**src/rtl/fetch_ctrl_pkg.sv**
```systemverilog
// fetch_ctrl_pkg: shared constants and types for the instruction-fetch slice.
//   XLEN          datapath / address width
//   INST_NOP      instruction presented for a misaligned-redirect trap
//   S_RUN/S_TRAP  fetch FSM encodings
//   fetch_entry_t one buffered response: {pc, inst}
package fetch_ctrl_pkg;

  localparam int XLEN = 32;

  localparam logic [XLEN-1:0] INST_NOP = 32'h0000_0013;

  localparam logic [0:0] S_RUN  = 1'b0;
  localparam logic [0:0] S_TRAP = 1'b1;

  typedef struct packed {
    logic [XLEN-1:0] pc;
    logic [XLEN-1:0] inst;
  } fetch_entry_t;

endpackage

```
**src/rtl/fetch_ctrl_if.sv**
```systemverilog
// fetch_ctrl_if: fetch-to-decode valid/ready channel.
//   out_valid      master->slave  out_pc/out_inst hold a valid instruction
//   out_ready      slave->master  decode accepts this cycle
//   out_pc         master->slave  address of out_inst
//   out_inst       master->slave  instruction word
//   out_misaligned master->slave  present only with FETCH_MISALIGN_EN
interface fetch_ctrl_if;
  import fetch_ctrl_pkg::*;

  logic            out_valid;
  logic            out_ready;
  logic [XLEN-1:0] out_pc;
  logic [XLEN-1:0] out_inst;
`ifdef FETCH_MISALIGN_EN
  logic            out_misaligned;

  modport master (output out_valid, out_pc, out_inst, out_misaligned, input out_ready);
  modport slave  (input out_valid, out_pc, out_inst, out_misaligned, output out_ready);
`else
  modport master (output out_valid, out_pc, out_inst, input out_ready);
  modport slave  (input out_valid, out_pc, out_inst, output out_ready);
`endif
endinterface

```
**src/rtl/fetch_ctrl_fifo.sv**
```systemverilog
// fetch_fifo: DEPTH-entry synchronous FIFO of {pc, inst} fetch responses.
//   clk, reset   clock, synchronous active-high reset
//   push_i       write push_data_i at the tail
//   pop_i        drop the head entry (ignored when empty)
//   clear_i      empty the FIFO; wins over push
//   head_o       current head entry
//   count_o      number of valid entries
module fetch_fifo
  import fetch_ctrl_pkg::*;
#(
  parameter int DEPTH = 2
) (
  input  logic                         clk,
  input  logic                         reset,
  input  logic                         push_i,
  input  fetch_entry_t                 push_data_i,
  input  logic                         pop_i,
  input  logic                         clear_i,
  output fetch_entry_t                 head_o,
  output logic [$clog2(DEPTH+1)-1:0]   count_o
);

  localparam int CW = $clog2(DEPTH + 1);
  localparam int PW = (DEPTH > 1) ? $clog2(DEPTH) : 1;

  fetch_entry_t    mem_q [DEPTH];
  logic [PW-1:0]   wr_ptr_q, rd_ptr_q;
  logic [CW-1:0]   count_q;
  logic            do_pop;

  function automatic logic [PW-1:0] ptr_inc(input logic [PW-1:0] p);
    return (p == PW'(DEPTH - 1)) ? '0 : p + PW'(1);
  endfunction

  assign do_pop = pop_i & (count_q != '0);

  always_ff @(posedge clk) begin
    if (reset) begin
      wr_ptr_q <= '0;
      rd_ptr_q <= '0;
      count_q  <= '0;
      // Zeroed storage makes the head read as pc=0/inst=0 out of reset.
      for (int i = 0; i < DEPTH; i++) mem_q[i] <= '0;
    end else if (clear_i) begin
      wr_ptr_q <= '0;
      rd_ptr_q <= '0;
      count_q  <= '0;
    end else begin
      if (push_i) begin
        mem_q[wr_ptr_q] <= push_data_i;
        wr_ptr_q        <= ptr_inc(wr_ptr_q);
      end
      if (do_pop) rd_ptr_q <= ptr_inc(rd_ptr_q);
      case ({push_i, do_pop})
        2'b10:   count_q <= count_q + CW'(1);
        2'b01:   count_q <= count_q - CW'(1);
        default: count_q <= count_q;
      endcase
    end
  end

  assign head_o  = mem_q[rd_ptr_q];
  assign count_o = count_q;

endmodule

```
**src/rtl/fetch_ctrl.sv**
```systemverilog
// fetch_ctrl: instruction-fetch sequencer in front of a 1-cycle-latency imem.
// Owns the fetch PC, issues one read per cycle while FIFO credit allows, buffers
// responses in fetch_fifo and handles redirects with a full flush.
// Optional feature macro: FETCH_MISALIGN_EN (misaligned redirect traps instead
// of being force-aligned).
//   clk, reset      clock, synchronous active-high reset
//   imem_addr       byte address to imem (the fetch PC register)
//   imem_rdata      imem data for the address presented last cycle
//   redirect_valid  flush and restart at redirect_pc
//   redirect_pc     new fetch address
//   out_if          fetch_ctrl_if.master towards decode
//
// state  | meaning
// S_RUN  | normal fetching
// S_TRAP | misaligned redirect reported, fetch halted until next redirect
module fetch_ctrl
  import fetch_ctrl_pkg::*;
#(
  parameter logic [XLEN-1:0] RESET_PC = '0,
  parameter int              DEPTH    = 2
) (
  input  logic              clk,
  input  logic              reset,
  output logic [XLEN-1:0]   imem_addr,
  input  logic [XLEN-1:0]   imem_rdata,
  input  logic              redirect_valid,
  input  logic [XLEN-1:0]   redirect_pc,
  fetch_ctrl_if.master      out_if
);

  localparam int CW = $clog2(DEPTH + 1);

  logic [0:0]       state_q, state_d;
  logic [XLEN-1:0]  fetch_pc_q, fetch_pc_d;
  logic [XLEN-1:0]  inflight_pc_q, inflight_pc_d;
  logic             inflight_q, inflight_d;
  logic [XLEN-1:0]  redirect_tgt;
  logic [CW-1:0]    fifo_count;
  fetch_entry_t     fifo_head, fifo_push_data;
  logic             fifo_pop, out_hs, issue;
  logic [CW:0]      credit_used;

`ifdef FETCH_MISALIGN_EN
  logic [XLEN-1:0]  trap_pc_q, trap_pc_d;
  logic             trap_pend_q, trap_pend_d;
  logic             redirect_mis;

  assign redirect_tgt = redirect_pc;
  assign redirect_mis = redirect_pc[1:0] != 2'b00;
`else
  logic             unused_redirect_lsb;

  assign redirect_tgt        = {redirect_pc[XLEN-1:2], 2'b00};
  assign unused_redirect_lsb = ^redirect_pc[1:0];
`endif

  assign out_hs   = out_if.out_valid & out_if.out_ready;
  assign fifo_pop = out_hs & (state_q == S_RUN);

  // Entries held plus the one in flight, after this cycle's pop, must leave room.
  assign credit_used = {1'b0, fifo_count} + (CW+1)'(inflight_q) - (CW+1)'(fifo_pop);
  assign issue = (state_q == S_RUN) & ~redirect_valid & (credit_used < (CW+1)'(DEPTH));

  always_comb begin
    state_d       = state_q;
    fetch_pc_d    = fetch_pc_q;
    inflight_pc_d = inflight_pc_q;
    inflight_d    = 1'b0;
`ifdef FETCH_MISALIGN_EN
    trap_pc_d     = trap_pc_q;
    trap_pend_d   = trap_pend_q;
    if (state_q == S_TRAP && out_if.out_ready) trap_pend_d = 1'b0;
`endif
    if (redirect_valid) begin
      fetch_pc_d = redirect_tgt;
`ifdef FETCH_MISALIGN_EN
      if (redirect_mis) begin
        state_d     = S_TRAP;
        trap_pc_d   = redirect_pc;
        trap_pend_d = 1'b1;
      end else begin
        state_d = S_RUN;
      end
`endif
    end else if (issue) begin
      inflight_d    = 1'b1;
      inflight_pc_d = fetch_pc_q;
      fetch_pc_d    = fetch_pc_q + XLEN'(4);
    end
  end

  always_ff @(posedge clk) begin
    if (reset) begin
      state_q       <= S_RUN;
      fetch_pc_q    <= RESET_PC;
      inflight_pc_q <= '0;
      inflight_q    <= 1'b0;
`ifdef FETCH_MISALIGN_EN
      trap_pc_q     <= '0;
      trap_pend_q   <= 1'b0;
`endif
    end else begin
      state_q       <= state_d;
      fetch_pc_q    <= fetch_pc_d;
      inflight_pc_q <= inflight_pc_d;
      inflight_q    <= inflight_d;
`ifdef FETCH_MISALIGN_EN
      trap_pc_q     <= trap_pc_d;
      trap_pend_q   <= trap_pend_d;
`endif
    end
  end

  assign fifo_push_data = '{pc: inflight_pc_q, inst: imem_rdata};

  fetch_fifo #(.DEPTH(DEPTH)) u_fifo (
    .clk         (clk),
    .reset       (reset),
    .push_i      (inflight_q),
    .push_data_i (fifo_push_data),
    .pop_i       (fifo_pop),
    .clear_i     (redirect_valid),
    .head_o      (fifo_head),
    .count_o     (fifo_count)
  );

  assign imem_addr = fetch_pc_q;

`ifdef FETCH_MISALIGN_EN
  always_comb begin
    if (state_q == S_TRAP) begin
      out_if.out_valid      = trap_pend_q;
      out_if.out_pc         = trap_pc_q;
      out_if.out_inst       = INST_NOP;
      out_if.out_misaligned = 1'b1;
    end else begin
      out_if.out_valid      = fifo_count != '0;
      out_if.out_pc         = fifo_head.pc;
      out_if.out_inst       = fifo_head.inst;
      out_if.out_misaligned = 1'b0;
    end
  end
`else
  assign out_if.out_valid = fifo_count != '0;
  assign out_if.out_pc    = fifo_head.pc;
  assign out_if.out_inst  = fifo_head.inst;
`endif

endmodule
```
**src/flat_wrapper.sv**
```systemverilog
// flat-port wrapper written by rule: the top's interface ports become plain ports
module fetch_ctrl_flat import fetch_ctrl_pkg::*;
#(
  parameter logic [XLEN-1:0] RESET_PC = '0,
  parameter int              DEPTH    = 2
)
  (clk, reset, imem_addr, imem_rdata, redirect_valid, redirect_pc, out_if_out_valid, out_if_out_pc, out_if_out_inst, out_if_out_ready);
  fetch_ctrl_if out_if_i ();
  input  logic clk;
  input  logic reset;
  output logic [XLEN-1:0] imem_addr;
  input  logic [XLEN-1:0] imem_rdata;
  input  logic redirect_valid;
  input  logic [XLEN-1:0] redirect_pc;
  output wire logic [$bits(out_if_i.out_valid)-1:0] out_if_out_valid;
  output wire logic [$bits(out_if_i.out_pc)-1:0] out_if_out_pc;
  output wire logic [$bits(out_if_i.out_inst)-1:0] out_if_out_inst;
  input wire logic [$bits(out_if_i.out_ready)-1:0] out_if_out_ready;
  assign out_if_out_valid = out_if_i.out_valid;
  assign out_if_out_pc = out_if_i.out_pc;
  assign out_if_out_inst = out_if_i.out_inst;
  assign out_if_i.out_ready = out_if_out_ready;
  fetch_ctrl #(.RESET_PC(RESET_PC), .DEPTH(DEPTH)) u_core (.clk(clk), .reset(reset), .imem_addr(imem_addr), .imem_rdata(imem_rdata), .redirect_valid(redirect_valid), .redirect_pc(redirect_pc), .out_if(out_if_i));
endmodule
```
**config.mk**
```make
export PLATFORM = sky130hd
export DESIGN_NAME = fetch_ctrl_flat
export DESIGN_NICKNAME = d
export VERILOG_FILES = /design/src/rtl/fetch_ctrl_pkg.sv /design/src/rtl/fetch_ctrl_if.sv /design/src/rtl/fetch_ctrl_fifo.sv /design/src/rtl/fetch_ctrl.sv /design/src/flat_wrapper.sv
export SDC_FILE = /design/constraint.sdc
export NUM_CORES = 1
export LEC_CHECK = 0
export ABC_AREA = 1
export CAP_MARGIN = 10
export CORE_ASPECT_RATIO = 0.6
export CORE_UTILIZATION = 52
export DETAILED_ROUTE_END_ITERATION = 8
export PLACE_DENSITY = 0.77
export SLEW_MARGIN = 20
export SYNTH_ARGS = -nofsm -noshare
export SYNTH_HDL_FRONTEND = slang
export SYNTH_SLANG_ARGS = --single-unit
```
**constraint.sdc**
```tcl
create_clock -name clk -period 4 [get_ports clk]
set_input_delay 0.8 -clock clk [delete_from_list [all_inputs] [get_ports clk]]
set_output_delay 0.8 -clock clk [all_outputs]
set_load 0.02 [all_outputs]
```
Yosys cells after proc, flatten, opt, wreduce, memory -nomap -nowiden. Memories as Yosys holds them, arrays and structs flattened. A register that Yosys moved wholly into a read port is not among the register bits. Index checks and enable logic that the tools add are counted.

Flip-flop bits (word level): 69. RAM bits: 128. Output and inout bits: 97. Word-level logic and storage cells: 45. Memories kept: 1.

Add/sub/neg operators: 7. Order comparisons: 1. Eq/ne operators: 2. Multiplexer cells: 17. Bitwise operators: 4. Reduce and logical (&&, ||, !) cells: 6.

Memory list: u_core.u_fifo.mem_q (words 2, bits a word 64, read ports 1, clocked after Yosys merged registers in 1, wr ports 2, RTL line fetch_ctrl_fifo.sv:26) `fetch_entry_t mem_q [DEPTH];`.

Operators by type and width (number): $mux 32 (2); $mux 64 (1); $reduce_or 64->1 (1); $add 32x3->32 const B (1); $mux 1 (13); $reduce_bool 2->1 (3); $pmux 2 s2 (1); $add 2x1->3 (1); $and 1x1->1 (3); $lt 3x2->1 const B (1); $sub 3x1->3 (1); $add 1x1->1 const B (2); $add 2x1->2 const B (1); $eq 2x1->1 const B (1); $eq 2x2->1 const B (1); $reduce_and 2->1 (1); $reduce_or 2->1 (1); $sub 2x1->2 const B (1); $not 1->1 (1).

Logic depth before layout (Yosys ltp). Gate-level depths: netlist of run 1.

Word-level depth: 7. Gate-level depth with buffers: 17. Mapped depth without buffers: 17.

Cells and area by module. A second synthesis of run 1 with hierarchy kept.

Cell total of the unflattened synthesis: 941. Area total of the unflattened synthesis: 9024.9 um^2.

Modules (own cells, without submodules): fetch_fifo (times used 1, cells each 442, area each 5783.0 um^2); fetch_ctrl (times used 1, cells each 499, area each 3241.9 um^2).

Worst setup path after synthesis of run 1. No wires, ideal clock.

Path kind: input port to flip-flop. Start point: input port redirect_valid. End point: memory u_core.u_fifo.mem_q[1][0] (netlist bit) (enable). Arrival: 2908 ps. Data required time: 3579 ps. Path slack: 671 ps. Cell stages on the path: 5. Path buffers: 2. Cells stage by stage: buf_2 -> nor2_2 -> nand3_1 -> clkbuf_1 -> nand2_1.

RTL lines: start: declaration (RTL line flat_wrapper.sv:13) `input logic redirect_valid;`; end: declaration (RTL line fetch_ctrl_fifo.sv:26).

Final worst setup path of run 1.
Start point: input port out_if_out_ready. End point: register u_core.fetch_pc_q[8], in the netlist u_core.imem_addr[8].

Cells in the longest elaborated chain, start to end: 5.

RTL lines: start: declaration (RTL line flat_wrapper.sv:18) `input wire logic [$bits(out_if_i.out_ready)-1:0] out_if_out_ready;`; $and 1x1->1 (RTL line fetch_ctrl.sv:57) `assign out_hs = out_if.out_valid & out_if.out_ready;`; $sub 3x1->3 (RTL line fetch_ctrl.sv:61) `assign credit_used = {1'b0, fifo_count} + (CW+1)'(inflight_q) - (CW+1)'(fifo_pop);`; $lt 3x2->1 (RTL line fetch_ctrl.sv:62) `assign issue = (state_q == S_RUN) & ~redirect_valid & (credit_used < (CW+1)'(DEPTH));`; $and 1x1->1 (RTL line fetch_ctrl.sv:62); $reduce_bool 2->1 (no line); end signal: assignment (RTL line fetch_ctrl.sv:104) `fetch_pc_q <= fetch_pc_d;`; end: declaration (RTL line fetch_ctrl.sv:34) `logic [XLEN-1:0] fetch_pc_q, fetch_pc_d;`.

No other way between the ends. A chain may end at the register's enable or synchronous reset.

==> results.json, run 1 <==
{
  "gr-total-overflow": 0,
  "clockBufferDepth": 2,
  "drt-initial-drc-count": 563,
  "yosys.area.top_type": "edfxtp_1",
  "drt-total-wl_um": 19900,
  "regArea_um2": 5050,
  "route.met3.wl_um": 1190,
  "clkLatencyLatePin_ns": 0.43,
  "num-fill-cells": 1263,
  "grt_setup_unrepaired": "no",
  "final_min_period_over_clock_period": 0.829,
  "critPathKind": "in2reg",
  "nets": 1159,
  "synthTopCellsByCount": "190 x nor2_1, 155 x nand2_1, 129 x inv_1",
  "power_density_nw_per_um2": 397,
  "multi_input_area_um2": 3020,
  "synth-main-ff-cell": "edfxtp_1",
  "min_period_ns": 3.31,
  "worst_pin_slew_ns": 0.742,
  "p_leak_uw": 0.00447,
  "detailed_place_hpwl_um": 13300,
  "gr-usage-all-layers": 0.233,
  "design.portCount": 165,
  "via_per_inst": 5.07,
  "synth_enable_flop_cells": 124,
  "grt_max_degree": 64,
  "max-cap-violations": 0,
  "wl_met2_um": 8870,
  "fp-row-count": 36,
  "total_power_uw": 4410,
  "clk_pin_slew_ns": 0.07,
  "synth_area_um2": 8780,
  "slew_headroom": 0.505,
  "area_growth_pct": 26.4,
  "gp_congestion": 0.930,
  "timing.rr.start": "u_core.u_fifo.count_o[1]",
  "synth_most_common_cell": "nor2_1",
  "hold_viol": 0,
  "drtAntennaViolNets": 0,
  "clockRootBuffer": "clkbuf_16",
  "synth-async-reset-ratio": 0,
  "die_w_um": 170,
  "status": "finished, final reports clean",
  "synthTopCellsByArea": "edfxtp_1 42%, dfxtp_1 15%, nor2_1 8.1%",
  "cts_resized": 0,
  "worst_ep_required_time_ns": 4.31,
  "end_kind": "flip-flop",
  "io_buffers": 158,
  "fin_ws_ns": 0.686,
  "grt_pass1_vias": 6138,
  "postCtsSetupBuffers": 0,
  "ys_types": 34,
  "fin_setup_tns_ns": 0,
  "hold_path.class": "reg2reg",
  "met1Wirelength_um": 9660,
  "top_layer": "met4",
  "dieArea_um2": 17400,
  "synth.top_cell.area_share": 0.424,
  "critical_path.max_fanout": 19,
  "setup_viol": 0,
  "die_y_um": 103,
  "post-place-ws_ns": 0.291,
  "coreArea_um2": 16400,
  "ys_seq_area_frac": 0.575,
  "htreeDepth": 4,
  "cp-start-kind": "input port",
  "first_pass_iters": 5,
  "ctsHoldBuffers": 0,
  "cts_tree": "built",
  "cts_made_buffers": 17,
  "grt_pass1_wl_um": 31300,
  "start_util": 0.537,
  "drc": 0,
  "num_antenna_cells": 0,
  "vias": 6725,
  "synth_cells": 938,
  "grt_antenna_before_repair": 0,
  "holdWs_ns": 0.452,
  "critical_path.startpoint": "out_if_out_ready",
  "routedWlPerCell_um": 15.0,
  "drive_gt1_frac": 0.112,
  "min-delay-start": "u_core.u_fifo.rd_ptr_q",
  "yosysWarnings": 0,
  "maxSlewViolCount": 0,
  "fin_skew_ns": 0.0130,
  "avgSynthCellArea_um2": 9.36,
  "vdd_drop_max_mv": 0.241,
  "numClockSinks": 190,
  "ys_ff_latch": 190,
  "fmax_ghz": 0.302,
  "worstPathArrival_ns": 3.62
}
==> final cells by class <==
| type | instances | share of cell area |
|---|---|---|
| sequential | 190 | 0.455 |
| multi-input combinational | 574 | 0.272 |
| timing repair buffer | 170 | 0.153 |
| inverter | 134 | 0.0453 |
| clock buffer | 17 | 0.0383 |
| tap | 228 | 0.0257 |
| clock inverter | 14 | 0.0110 |
==> metrics by stage <==
step	std cells	utilization	cell area [um^2]
floorplan	941	-	8790
global placement	1296	0.645	10600
detailed placement	1296	0.645	10600
CTS	1327	0.679	11100
global route	1327	0.679	11100
finish	1327	0.679	11100
==> kinds of logic (layout without fill, tap and decap cells) <==
family | after synthesis | after routing | synth area share
flip-flops | 190 | 190 | 0.575
buffers and inverters | 177 | 335 | 0.0842
other | 1 | 4 | 0.000427
multiplexers | 62 | 62 | 0.0795
AO/OA/AOI/OAI | 71 | 71 | 0.0476
AND/OR/NAND/NOR | 429 | 429 | 0.203
XOR/XNOR | 4 | 4 | 0.00399
adder cells (fa/ha/maj) | 4 | 4 | 0.00656
==> layer usage <==
metal | track usage | vias up
met5 | 0 | -
met4 | 0.0596 | 0
met3 | 0.0484 | 16
met2 | 0.366 | 192
met1 | 0.334 | 3183
li1 | - | 3334
==> worst paths after layout <==
kind / to / slack (ns) / cells after the start
setup / recovery: u_core.imem_addr[8] / 0.69 / 16
hold / removal: u_core.u_fifo.rd_ptr_q / 0.45 / 1
setup reg to reg: u_core.imem_addr[8] / 0.95 / 17
hold reg to reg: u_core.u_fifo.rd_ptr_q / 0.45 / 1
==> worst max-delay path, stage by stage <==
cell             delay [ns]
clkdlybuf4s50_1        0.46
nand2_1                0.05
inv_1                  0.12
ha_1                   0.26
nor2_1                 0.16
inv_1                  0.08
fa_1                   0.48
inv_1                  0.06
a21oi_4                0.18
nand2_4                0.19
nand2_2                0.16
clkinv_1               0.29
nand2_1                0.14
nand2_1                0.05
nand2_1                0.06
o21ai_0                0.07
==> cells in the final DEF, fill, tap and decap left out, drive strengths merged, types with 17 or more instances in the layout <==
cell | Yosys | routed
nand3 | 60 | 60
clkdlybuf4s50 | 0 | 158
mux2 | 62 | 62
dfxtp | 66 | 66
nand2 | 158 | 158
nor2 | 194 | 194
o21ai | 26 | 26
edfxtp | 124 | 124
clkbuf | 19 | 17
inv | 132 | 140
a21oi | 20 | 20
==> state kept, by name, indices dropped and copies added, names as in the netlist, named ones only <==
name	cells
u_core.inflight_pc_q	30
u_core.u_fifo.wr_ptr_q	1
u_core.u_fifo.mem_q	124
u_core.inflight_q	1
u_core.u_fifo.rd_ptr_q	1
u_core.imem_addr	30
u_core.u_fifo.count_o	2
==> where the power goes <==
| part | internal, uW | switching (uW) |
|---|---|---|
| Clock | 816 | 785 |
| Combinational | 246 | 314 |
| Sequential | 2190 | 58.2 |
Power figures use the tool's default switching activity.
==> run 2, diff against run 1 <==
--- a/config.mk
+++ b/config.mk
@@ -8,9 +8,9 @@
 export ABC_AREA = 1
 export CAP_MARGIN = 10
 export CORE_ASPECT_RATIO = 0.6
-export CORE_UTILIZATION = 52
+export CORE_UTILIZATION = 47
 export DETAILED_ROUTE_END_ITERATION = 8
-export PLACE_DENSITY = 0.77
+export PLACE_DENSITY = 0.73
 export SLEW_MARGIN = 20
 export SYNTH_ARGS = -nofsm -noshare
 export SYNTH_HDL_FRONTEND = slang
==> constraint.sdc (replaced) <==
create_clock -name clk -period 2.9 [get_ports clk]
set_input_delay 0.58 -clock clk [delete_from_list [all_inputs] [get_ports clk]]
set_output_delay 0.58 -clock clk [all_outputs]
set_load 0.02 [all_outputs]
==> results.json, run 2 (synthesis results as in run 1) <==
{
  "status": "finished, final reports clean",
  "clkPwrFrac": 0.384,
  "cp-start-kind": "input port",
  "maxSlewViolCount": 0,
  "dieArea_um2": 19300,
  "clk_pin_slew_ns": 0.07,
  "worst_path_most_repeated_cell": "inv_1",
  "setup_viol": 0,
  "final_min_period_over_clock_period": 0.952,
  "worstPathArrival_ns": 3.08,
  "cp.depth": 13,
  "drive_gt1_frac": 0.123,
  "grt_max_degree": 64,
  "htreeDepth": 4,
  "critical_path.max_fanout": 30,
  "coreArea_um2": 18200,
  "fin_setup_tns_ns": 0,
  "drt-initial-drc-count": 574,
  "cts_tree": "built",
  "drt-total-wl_um": 20300,
  "num-fill-cells": 1552,
  "power_density_nw_per_um2": 558,
  "swShare": 0.257,
  "first_pass_iters": 5,
  "die_y_um": 108,
  "grt_pass1_vias": 6341,
  "die_w_um": 178,
  "routedWlPerCell_um": 15.1,
  "via_per_inst": 4.99,
  "fp-row-count": 38,
  "hold-path-cell-count": 1,
  "hold_path.class": "reg2reg",
  "clockRootBuffer": "clkbuf_16",
  "numClockSinks": 190,
  "p_leak_uw": 0.00458,
  "hold_viol": 0,
  "start_util": 0.483,
  "detailed_place_hpwl_um": 13700,
  "final_common_cell": "nor2_1",
  "vdd_drop_max_mv": 0.428,
  "p_switching_uw": 1620,
  "fmax_ghz": 0.362,
  "gp_congestion": 0.895,
  "gr-total-overflow": 0,
  "drtAntennaViolNets": 0,
  "crit_family": "buffers and inverters",
  "critPathKind": "in2reg",
  "critical_path.slowest_cell": "fa_1",
  "largest_reg_flops": 124,
  "top_register": "u_core.u_fifo.mem_q",
  "num_antenna_cells": 0,
  "fin_skew_ns": 0.0128,
  "critical_path.max_stage_delay_ns": 0.48,
  "gr-usage-all-layers": 0.218,
  "crit_buf_inv": 6,
  "io_buffers": 158,
  "vias": 6737,
  "r2r_cells": 14,
  "area_growth_pct": 29.0,
  "internal_power_uw": 4700,
  "max-cap-violations": 0,
  "clkLatencyLatePin_ns": 0.43,
  "holdWs_ns": 0.440,
  "grt_antenna_before_repair": 0,
  "cts_made_buffers": 17,
  "drc": 0,
  "multi_input_area_um2": 3030,
  "crit_chain": "clkdlybuf4s50_1 -> nand2_1 -> inv_1 -> ha_1 -> nor2_1 -> inv_1 -> fa_1 -> inv_1 -> a21oi_4 -> nand3_4 -> buf_12 -> buf_4 -> a211oi_1",
  "ctsHoldBuffers": 0,
  "final_cell_mix": "188 x nor2_1, 158 x clkdlybuf4s50_1, 152 x nand2_1",
  "grt_setup_unrepaired": "no",
  "end_kind": "flip-flop",
  "pwr-share-comb": 0.127,
  "seqPwrFrac": 0.490,
  "design.portCount": 165,
  "worst_ep_required_time_ns": 3.22,
  "clockBufferDepth": 2,
  "min_period_ns": 2.76,
  "nets": 1168,
  "regArea_um2": 5050,
  "grt_pass1_wl_um": 31900
}
[run 2: power by group through the flow]
stage	sequential [uW]	combinational (uW)	clock [uW]
4_1_cts	3090	807	2470
5_1_grt	3110	873	2590
6_report	3100	800	2430
3_3_place_gp	3150	794	0
3_5_place_dp	3160	801	0
2_1_floorplan	3170	421	0
[run 2: stage by stage]
| step | util | worst slack, ns | instances | cell area (um^2) | total power [uW] |
|---|---|---|---|---|---|
| 4_1_cts | 0.623 | 0.144 | 1349 | 11300 | 6370 |
| 3_3_place_gp | 0.589 | -0.219 | 1317 | 10700 | 3940 |
| 3_5_place_dp | 0.589 | -0.240 | 1317 | 10700 | 3960 |
| 5_1_grt | 0.624 | 0.00455 | 1349 | 11300 | 6580 |
| 2_1_floorplan | - | 0.229 | 941 | 8800 | 3590 |
| 6_report | 0.624 | 0.138 | 1349 | 11300 | 6320 |
[run 2: final cells by class]
cell class	instances	share of cell area
Clock buffer	17	0.0376
Clock inverter	15	0.0176
Inverter	134	0.0444
Multi-Input combinational cell	574	0.267
Sequential cell	190	0.446
Tap cell	240	0.0265
Timing Repair Buffer	179	0.161
[run 2: worst reg2reg max path, delay by kind of cell (launching register included)]
family / cells / cell delay, ns
compound gates: 2 / 0.44
fa+ha+maj: 2 / 0.78
buf+inv: 6 / 0.66
flops: 1 / 0.35
simple gates: 4 / 0.41
[run 2: layer usage]
layer | GRT usage | vias to the layer above | routed length [um]
met1 | 0.315 | 3179 | 9890
li1 | - | 3349 | -
met2 | 0.331 | 196 | 8900
met3 | 0.0487 | 13 | 1400
met5 | 0 | - | 0
met4 | 0.0496 | 0 | 140
[run 2: timing repair]
item | in CTS | in global routing
endpoints found under the setup margin | 0 | 15
resized for setup | 0 | 3
buffers inserted | 0 | 0
[run 2: final timing paths]
kind                            startpoint                       end  slack (ns)
setup / recovery          out_if_out_ready  u_core.inflight_pc_q[29]        0.14
hold reg to reg     u_core.u_fifo.rd_ptr_q                 flip-flop        0.44
hold / removal      u_core.u_fifo.rd_ptr_q                 flip-flop        0.44
setup reg to reg  u_core.u_fifo.count_o[1]  u_core.inflight_pc_q[29]        0.17
